File: src/rtl/nibble_serial_subtractor_if.sv
// nibble_serial_subtractor_if: valid/ready nibble stream bundle for nibble_serial_subtractor
interface nibble_serial_subtractor_if;
    logic       in_valid, in_ready, bin, out_valid, out_ready, out_last, bout, ovf, zero;
    logic [3:0] a, b, diff;
    modport master (
        output in_valid, a, b, bin, out_ready,
        input  in_ready, out_valid, diff, out_last, bout, ovf, zero
    );
    modport slave (
        input  in_valid, a, b, bin, out_ready,
        output in_ready, out_valid, diff, out_last, bout, ovf, zero
    );
endinterface

File: src/rtl/nibble_serial_subtractor.sv
// nibble_serial_subtractor: A-B-bin streamed LSB nibble first through a 4-bit borrow-lookahead slice
module nibble_serial_subtractor #(
    parameter int NIBBLES = 4
) (
    input logic clk,
    input logic rst,
    nibble_serial_subtractor_if.slave bus
);
    localparam int CW = $clog2(NIBBLES);
    localparam logic [CW-1:0] LAST = CW'(NIBBLES - 1);
    logic          acc, ret, first, last, bi, zacc_d;
    logic [CW-1:0] cnt_q, cnt_d;
    logic          brw_q, zacc_q, vld_q, last_q, bout_q, ovf_q, zero_q;
    logic [3:0]    diff_q, g, p, d;
    logic [4:1]    x;
    assign acc   = bus.in_valid & bus.in_ready;
    assign ret   = vld_q & bus.out_ready;
    assign first = cnt_q == '0;
    assign last  = cnt_q == LAST;
    assign bi    = first ? bus.bin : brw_q;
    assign g     = ~bus.a & bus.b;
    assign p     = ~(bus.a ^ bus.b);
    // Flattened lookahead: every borrow comes straight from g/p and bi, no ripple
    assign x[1]  = g[0] | (p[0] & bi);
    assign x[2]  = g[1] | (p[1] & g[0]) | (&p[1:0] & bi);
    assign x[3]  = g[2] | (p[2] & g[1]) | (&p[2:1] & g[0]) | (&p[2:0] & bi);
    assign x[4]  = g[3] | (p[3] & g[2]) | (&p[3:2] & g[1]) | (&p[3:1] & g[0]) | (&p & bi);
    assign d      = bus.a ^ bus.b ^ {x[3:1], bi};
    assign zacc_d = (first | zacc_q) & (d == 4'd0);
    assign cnt_d  = last ? '0 : cnt_q + 1'b1;
    always_ff @(posedge clk or posedge rst) begin
        if (rst) begin
            cnt_q  <= '0;
            brw_q  <= 1'b0;
            zacc_q <= 1'b1;
            vld_q  <= 1'b0;
            diff_q <= 4'd0;
            last_q <= 1'b0;
            bout_q <= 1'b0;
            ovf_q  <= 1'b0;
            zero_q <= 1'b0;
        end else begin
            vld_q <= acc | (vld_q & ~ret);
            if (acc) begin
                cnt_q  <= cnt_d;
                brw_q  <= x[4];
                zacc_q <= zacc_d;
                diff_q <= d;
                last_q <= last;
                bout_q <= last & x[4];
                ovf_q  <= last & (x[4] ^ x[3]);
                zero_q <= last & zacc_d;
            end
        end
    end
    assign bus.in_ready  = ~vld_q | bus.out_ready;
    assign bus.out_valid = vld_q;
    assign bus.diff      = diff_q;
    assign bus.out_last  = last_q;
    assign bus.bout      = bout_q;
    assign bus.ovf       = ovf_q;
    assign bus.zero      = zero_q;
endmodule

File: src/flat_wrapper.sv
// flat-port wrapper written by rule: the top's interface ports become plain ports
module nibble_serial_subtractor_flat 
#(
    parameter int NIBBLES = 4
)
  (clk, rst, bus_in_valid, bus_a, bus_b, bus_bin, bus_out_ready, bus_in_ready, bus_out_valid, bus_diff, bus_out_last, bus_bout, bus_ovf, bus_zero);
  nibble_serial_subtractor_if bus_i ();
  input logic clk;
  input logic rst;
  input wire logic [$bits(bus_i.in_valid)-1:0] bus_in_valid;
  input wire logic [$bits(bus_i.a)-1:0] bus_a;
  input wire logic [$bits(bus_i.b)-1:0] bus_b;
  input wire logic [$bits(bus_i.bin)-1:0] bus_bin;
  input wire logic [$bits(bus_i.out_ready)-1:0] bus_out_ready;
  output wire logic [$bits(bus_i.in_ready)-1:0] bus_in_ready;
  output wire logic [$bits(bus_i.out_valid)-1:0] bus_out_valid;
  output wire logic [$bits(bus_i.diff)-1:0] bus_diff;
  output wire logic [$bits(bus_i.out_last)-1:0] bus_out_last;
  output wire logic [$bits(bus_i.bout)-1:0] bus_bout;
  output wire logic [$bits(bus_i.ovf)-1:0] bus_ovf;
  output wire logic [$bits(bus_i.zero)-1:0] bus_zero;
  assign bus_i.in_valid = bus_in_valid;
  assign bus_i.a = bus_a;
  assign bus_i.b = bus_b;
  assign bus_i.bin = bus_bin;
  assign bus_i.out_ready = bus_out_ready;
  assign bus_in_ready = bus_i.in_ready;
  assign bus_out_valid = bus_i.out_valid;
  assign bus_diff = bus_i.diff;
  assign bus_out_last = bus_i.out_last;
  assign bus_bout = bus_i.bout;
  assign bus_ovf = bus_i.ovf;
  assign bus_zero = bus_i.zero;
  nibble_serial_subtractor #(.NIBBLES(NIBBLES)) u_core (.clk(clk), .rst(rst), .bus(bus_i));
endmodule
File: config.mk
export PLATFORM = sky130hd
export DESIGN_NAME = nibble_serial_subtractor_flat
export DESIGN_NICKNAME = d
export VERILOG_FILES = /design/src/rtl/nibble_serial_subtractor_if.sv /design/src/rtl/nibble_serial_subtractor.sv /design/src/flat_wrapper.sv
export SDC_FILE = /design/constraint.sdc
export NUM_CORES = 1
export LEC_CHECK = 0
export ABC_AREA = 1
export CORE_MARGIN = 4
export CORE_UTILIZATION = 49
export CTS_BUF_LIST = sky130_fd_sc_hd__clkbuf_8 sky130_fd_sc_hd__clkbuf_16
export DETAILED_ROUTE_END_ITERATION = 10
export GPL_TIMING_DRIVEN = 0
export PLACE_DENSITY = 0.89
export SETUP_SLACK_MARGIN = 0.2
export SLEW_MARGIN = 20
export SYNTH_ARGS = -nofsm -noshare
export SYNTH_HDL_FRONTEND = slang
export SYNTH_SLANG_ARGS = --single-unit
export TNS_END_PERCENT = 100
File: constraint.sdc
create_clock -name clk -period 3.2 [get_ports clk]
set_input_delay 0.48 -clock clk [delete_from_list [all_inputs] [get_ports clk]]
set_output_delay 0.48 -clock clk [all_outputs]
set_load 0.1 [all_outputs]
==> qor.yml, run 1 <==
required_ns: 2.72
postCtsResizedCells: 0
final_antenna_net_count: 0
yosysWarnings: 0
clkLatencyLatePin_ns: 0.24
hp-class: "flip-flop to flip-flop"
worstHoldStart: "u_core.bus.out_last"
endpoint_kind: "output port"
cts_made_buffers: 3
met3_length_um: 112
drc: 0
port_buffers: 22
rows: 14
max_freq_mhz: 374
p_total_mw: 0.802
status: "completed"
die_w_um: 48.4
hold_violations: 0
dp_hpwl_um: 1310
ys_ff_latch: 13
grt_overflow: 0
synth.avg_cell_area_um2: 8.24
drt_pre_antenna_iters: 4
setup_viol: 0
clk_pin_slew_ns: 0.05
switching_share_pct: 48.8
timing.slew.headroom_pct: 35.2
wire_per_inst_um: 11.9
grt_max_degree: 14
crit_path_start: "bus_out_ready"
crit_fanout: 3
layout-drive-gt1-share_pct: 16.3
clock-sinks: 13
seq_area_frac_synth_pct: 40.8
h-tree-depth: 1
synth_nets: 118
via_per_inst: 5.11
critical_path_arrival_ns: 2.19
die_y_um: 48.4
pre_cts_ws_ns: 0.531
yosysUniqueCellTypes: 21
tns_ns: 0
antenna-diode-count: 0
post-cts-setup-buffers: 0
m1WireLength_um: 605
syn_inst: 97
pin_count: 23
netlist_area_um2: 800
dieArea_um2: 2340
holdWs_ns: 0.475
via_count: 710
timing.final.crit_share_pct: 83.5
initial_core_util_pct: 52.5
fin_crit_ns: 2.67
finClkSkew_ns: 0.00290
area_growth_syn_to_layout_pct: 35.7
pwr-share-seq_pct: 28.7
fp.coreArea_um2: 1520
start_kind: "primary input"
combPwrFrac_pct: 53.7
leakage_nw: 0.540
critPathKind: "primary input to output port"
cts_hold_buffers: 0
irDropWorstVdd_mv: 0.352
drt_iter0_drc: 12
switching_power_mw: 0.392
track_usage_pct: 15.4
clockBufferDepth: 2
wl_met2_um: 854
grt_pass1_wl_um: 2750
cts_tree: "done"
setup_ws_ns: 0.527
routed_wl_um: 1650
cts-root-buf: "clkbuf_8"
cap_viol_max_count: 0
cellPowerDensity_nw_per_um2: 739
finalNetCount: 145
globalplace.congestion: 0.743
internal_power_mw: 0.410
antenna_found_initial: 0
tightest_slew_ns: 0.969
whs_path_depth: 2
rsz0062_at_grt: "no"
ff2ff_path_depth: 12
clkPwrFrac_pct: 17.6
slew_violations: 0
reg2reg_from: "u_core.cnt_q[0]"
grt_pass1_vias: 670
top_layer: "met4"
-- layout by cell type, fill, tap and decap left out --
master	count
nand3_2	1
nand2_2	7
xnor2_1	1
dfrtp_1	12
nand2_1	26
nand3_1	2
ha_1	7
inv_1	14
fa_1	1
a31oi_1	2
o21ai_1	5
nand3b_2	1
clkinv_1	1
nor2_4	1
a21oi_1	2
inv_2	2
nor2_1	4
dfstp_2	1
clkbuf_8	3
clkdlybuf4s50_1	22
buf_6	1
o21ai_0	4
nor2_2	3
-- layout make-up --
| type | count | area [µm²] |
|---|---|---|
| inverters | 16 | 60.1 |
| well taps | 16 | 20.0 |
| multi-input cells | 67 | 402 |
| fillers | 126 | 439 |
| plain buffers | 1 | 11.3 |
| clock buffers | 3 | 41.3 |
| flip-flops and latches | 13 | 327 |
| clock inverters | 1 | 3.75 |
| repair buffers | 22 | 220 |
-- cells in the mapped netlist (all sizes together) --
library cell	n	area, µm²
nand2	33	141
inv	15	56.3
dfrtp	12	300
o21ai	9	45.0
nor2	8	45.0
ha	7	87.6
nand3	3	20.0
a21oi	2	10.0
a31oi	2	12.5
buf	1	11.3
clkinv	1	3.75
dfstp	1	26.3
fa	1	20.0
nand3b	1	11.3
xnor2	1	8.76
-- sequential cells by signal, indices dropped and copies added (netlist names) --
signal / count
u_core.zacc_q: 1
u_core.cnt_q: 2
u_core.bus.ovf: 1
u_core.bus.out_last: 1
u_core.bus.zero: 1
u_core.bus.bout: 1
u_core.bus.diff: 4
u_core.bus.out_valid: 1
u_core.brw_q: 1
-- logic make-up after synthesis --
kind of cell	Yosys count	share of synthesized area, %
flip-flops	13	40.8
XOR/XNOR	1	1.10
buffers and inverters	17	8.92
AND/OR/NAND/NOR	45	27.2
adder cells (fa/ha/maj)	8	13.5
AO/OA/AOI/OAI	13	8.45
-- through the flow --
step	cells	cell area (µm²)	util, %
6_report	139	1080	71.2
5_1_grt	139	1080	71.2
4_1_cts	139	1080	71.2
3_5_place_dp	135	1040	68.2
3_3_place_gp	135	1040	68.2
2_1_floorplan	97	800	-
-- worst max-delay path, cell delays in order --
cell and delay (ns):
clkdlybuf4s50_1 0.45, inv_1 0.03, nand2_1 0.08, clkdlybuf4s50_1 1.14
-- layer usage --
layer	up-vias	track usage (%)
li1	351	-
met1	324	14.7
met2	29	27.4
met3	6	2.45
met4	0	14.3
met5	-	0
-- power groups by stage --
stage               Sequential (mW)  Clock [mW]  Combinational [mW]
detailed placement            0.231           0               0.429
global placement              0.228           0               0.417
floorplan                     0.412           0               0.143
CTS                           0.229       0.144               0.433
finish                        0.230       0.141               0.430
global route                  0.234       0.153               0.457
-- final timing paths --
check	slack, ns	endpoint
setup / recovery	0.53	bus_in_ready
hold / removal	0.47	u_core.bus.out_last
setup reg to reg	1.13	u_core.zacc_q
hold reg to reg	0.47	u_core.bus.out_last
max in group asynchronous	2.26	u_core.zacc_q
min in group asynchronous	0.59	u_core.bus.out_last
Power figures use the tool's default switching activity.
==> inputs of run 2 (changes only) <==
--- a/config.mk
+++ b/config.mk
@@ -7,11 +7,11 @@
 export LEC_CHECK = 0
 export ABC_AREA = 1
 export CORE_MARGIN = 4
-export CORE_UTILIZATION = 49
+export CORE_UTILIZATION = 41
 export CTS_BUF_LIST = sky130_fd_sc_hd__clkbuf_8 sky130_fd_sc_hd__clkbuf_16
 export DETAILED_ROUTE_END_ITERATION = 10
 export GPL_TIMING_DRIVEN = 0
-export PLACE_DENSITY = 0.89
+export PLACE_DENSITY = 0.8
 export SETUP_SLACK_MARGIN = 0.2
 export SLEW_MARGIN = 20
 export SYNTH_ARGS = -nofsm -noshare
==> constraint.sdc (replaced) <==
create_clock -name clk -period 2.3 [get_ports clk]
set_input_delay 0.345 -clock clk [delete_from_list [all_inputs] [get_ports clk]]
set_output_delay 0.345 -clock clk [all_outputs]
set_load 0.1 [all_outputs]
==> qor.yml, run 2 (synthesis gave the netlist of run 1 again) <==
grt_max_degree: 14
tightest_slew_ns: 0.976
via_per_inst: 4.63
drt_pre_antenna_iters: 4
drc: 0
holdWs_ns: 0.430
layout-drive-gt1-share_pct: 22.4
slew_violations: 0
cts_hold_buffers: 0
crit_fanout: 2
cellPowerDensity_nw_per_um2: 1010
path_depth: 1
fin_util_pct: 64.0
crit_end: "bus_out_last"
ff2ff_path_depth: 12
critPathKind: "flip-flop to output port"
r2r_slack_ns: 0.34
track_usage_pct: 12.3
p_total_mw: 1.15
fin_area_um2: 1140
rsz0062_at_grt: "no"
antenna_found_initial: 0
setup_viol: 0
largest_reg_flops: 4
port_buffers: 22
clockBufferDepth: 2
h-tree-depth: 1
reg2reg_from: "u_core.cnt_q[0]"
cts-root-buf: "clkbuf_8"
via_count: 695
finalNetCount: 147
leakage_nw: 0.606
cts_made_buffers: 3
status: "completed"
grt_pass1_wl_um: 2530
endpoint_kind: "output port"
pin_count: 23
fin_crit_ns: 2.06
rows: 15
cpPeakStageDelay_ns: 1.13
final_common_cell: "nand2_1"
antenna-diode-count: 0
dieArea_um2: 2720
finClkSkew_ns: 0.000979
drt_iter0_drc: 8
timing.final.crit_share_pct: 89.7
dp_hpwl_um: 1200
hp-class: "primary input to asynchronous set/reset pin"
grt_pass1_vias: 638
critPathBufInv: 1
area_growth_syn_to_layout_pct: 42.7
hold_violations: 0
fp.coreArea_um2: 1780
timing.slew.headroom_pct: 34.8
crit_path_start: "u_core.bus.out_last"
initial_core_util_pct: 44.8
die_w_um: 52.2
required_ns: 1.96
start_kind: "flip-flop"
cap_viol_max_count: 0
routed_wl_um: 1560
max_freq_mhz: 484
final_antenna_net_count: 0
crit_chain: "clkdlybuf4s50_1"
cts_tree: "done"
wire_per_inst_um: 10.4
clk_pin_slew_ns: 0.05
grt_overflow: 0
path_delay_family: "buffers and inverters"
clock-sinks: 13
cp_slowest_cell: "clkdlybuf4s50_1"
globalplace.congestion: 0.774
placed_area_um2: 1050
die_y_um: 52.2
layout_common_cells: "nand2_1 (25), clkdlybuf4s50_1 (16), inv_1 (12)"
critical_path_arrival_ns: 1.72
clkLatencyLatePin_ns: 0.24
rr_endpoint: "u_core.zacc_q"
irDropWorstVdd_mv: 0.556
==> run 2: changes by cell type in the layout (fill, tap and decap cells not counted), moves of 2 or more <==
cell,change
clkdlybuf4s50_1,-6
dlymetal6s2s_1,+5
buf_4,+2
inv_1,-2
inv_2,+2
==> run 2: worst min path at each step <==
stage / endpoint / slack, ns
floorplan: u_core.brw_q / 0.22
global placement: u_core.zacc_q / 0.46
detailed placement: u_core.zacc_q / 0.46
CTS: u_core.bus.zero / 0.45
global route: u_core.zacc_q / 0.50
finish: u_core.brw_q / 0.43
==> run 2: what timing repair did <==
action | in CTS | in global routing
endpoints found under the setup margin | 1 | 7
pin swaps | 0 | 5
gates resized for setup | 3 | 9
setup buffers | 0 | 2
==> run 2: per-layer routing <==
metal / up-vias / share of wire (%) / global-route usage (%)
met5: - / 0 / 0
li1: 359 / - / -
met1: 312 / 43 / 14.9
met2: 21 / 48 / 20.9
met4: 0 / 1.0 / 3.83
met3: 3 / 8.2 / 3.72
==> run 2: where the power goes <==
group          total [mW]  switching [mW]  internal [mW]
Clock               0.195          0.0773          0.118
Sequential          0.319          0.0321          0.287
Combinational       0.640           0.445          0.194
==> run 2: per-stage QoR <==
| stage | setup slack, ns | setup TNS (ns) | std cells |
|---|---|---|---|
| 2_1_floorplan | 0.530 | 0 | 97 |
| 3_3_place_gp | -0.0771 | -0.0771 | 144 |
| 3_5_place_dp | -0.103 | -0.103 | 144 |
| 4_1_cts | 0.223 | 0 | 148 |
| 5_1_grt | 0.199 | 0 | 150 |
| 6_report | 0.236 | 0 | 150 |
==> run 2: cell type report <==
cell class,instances,area [µm²]
multi-input combinational,67,417
clock inverter,1,3.75
fill,148,642
sequential,13,328
timing repair buffer,24,249
inverter,16,60.1
tap,25,31.3
clock buffer,3,41.3
buffer,1,11.3
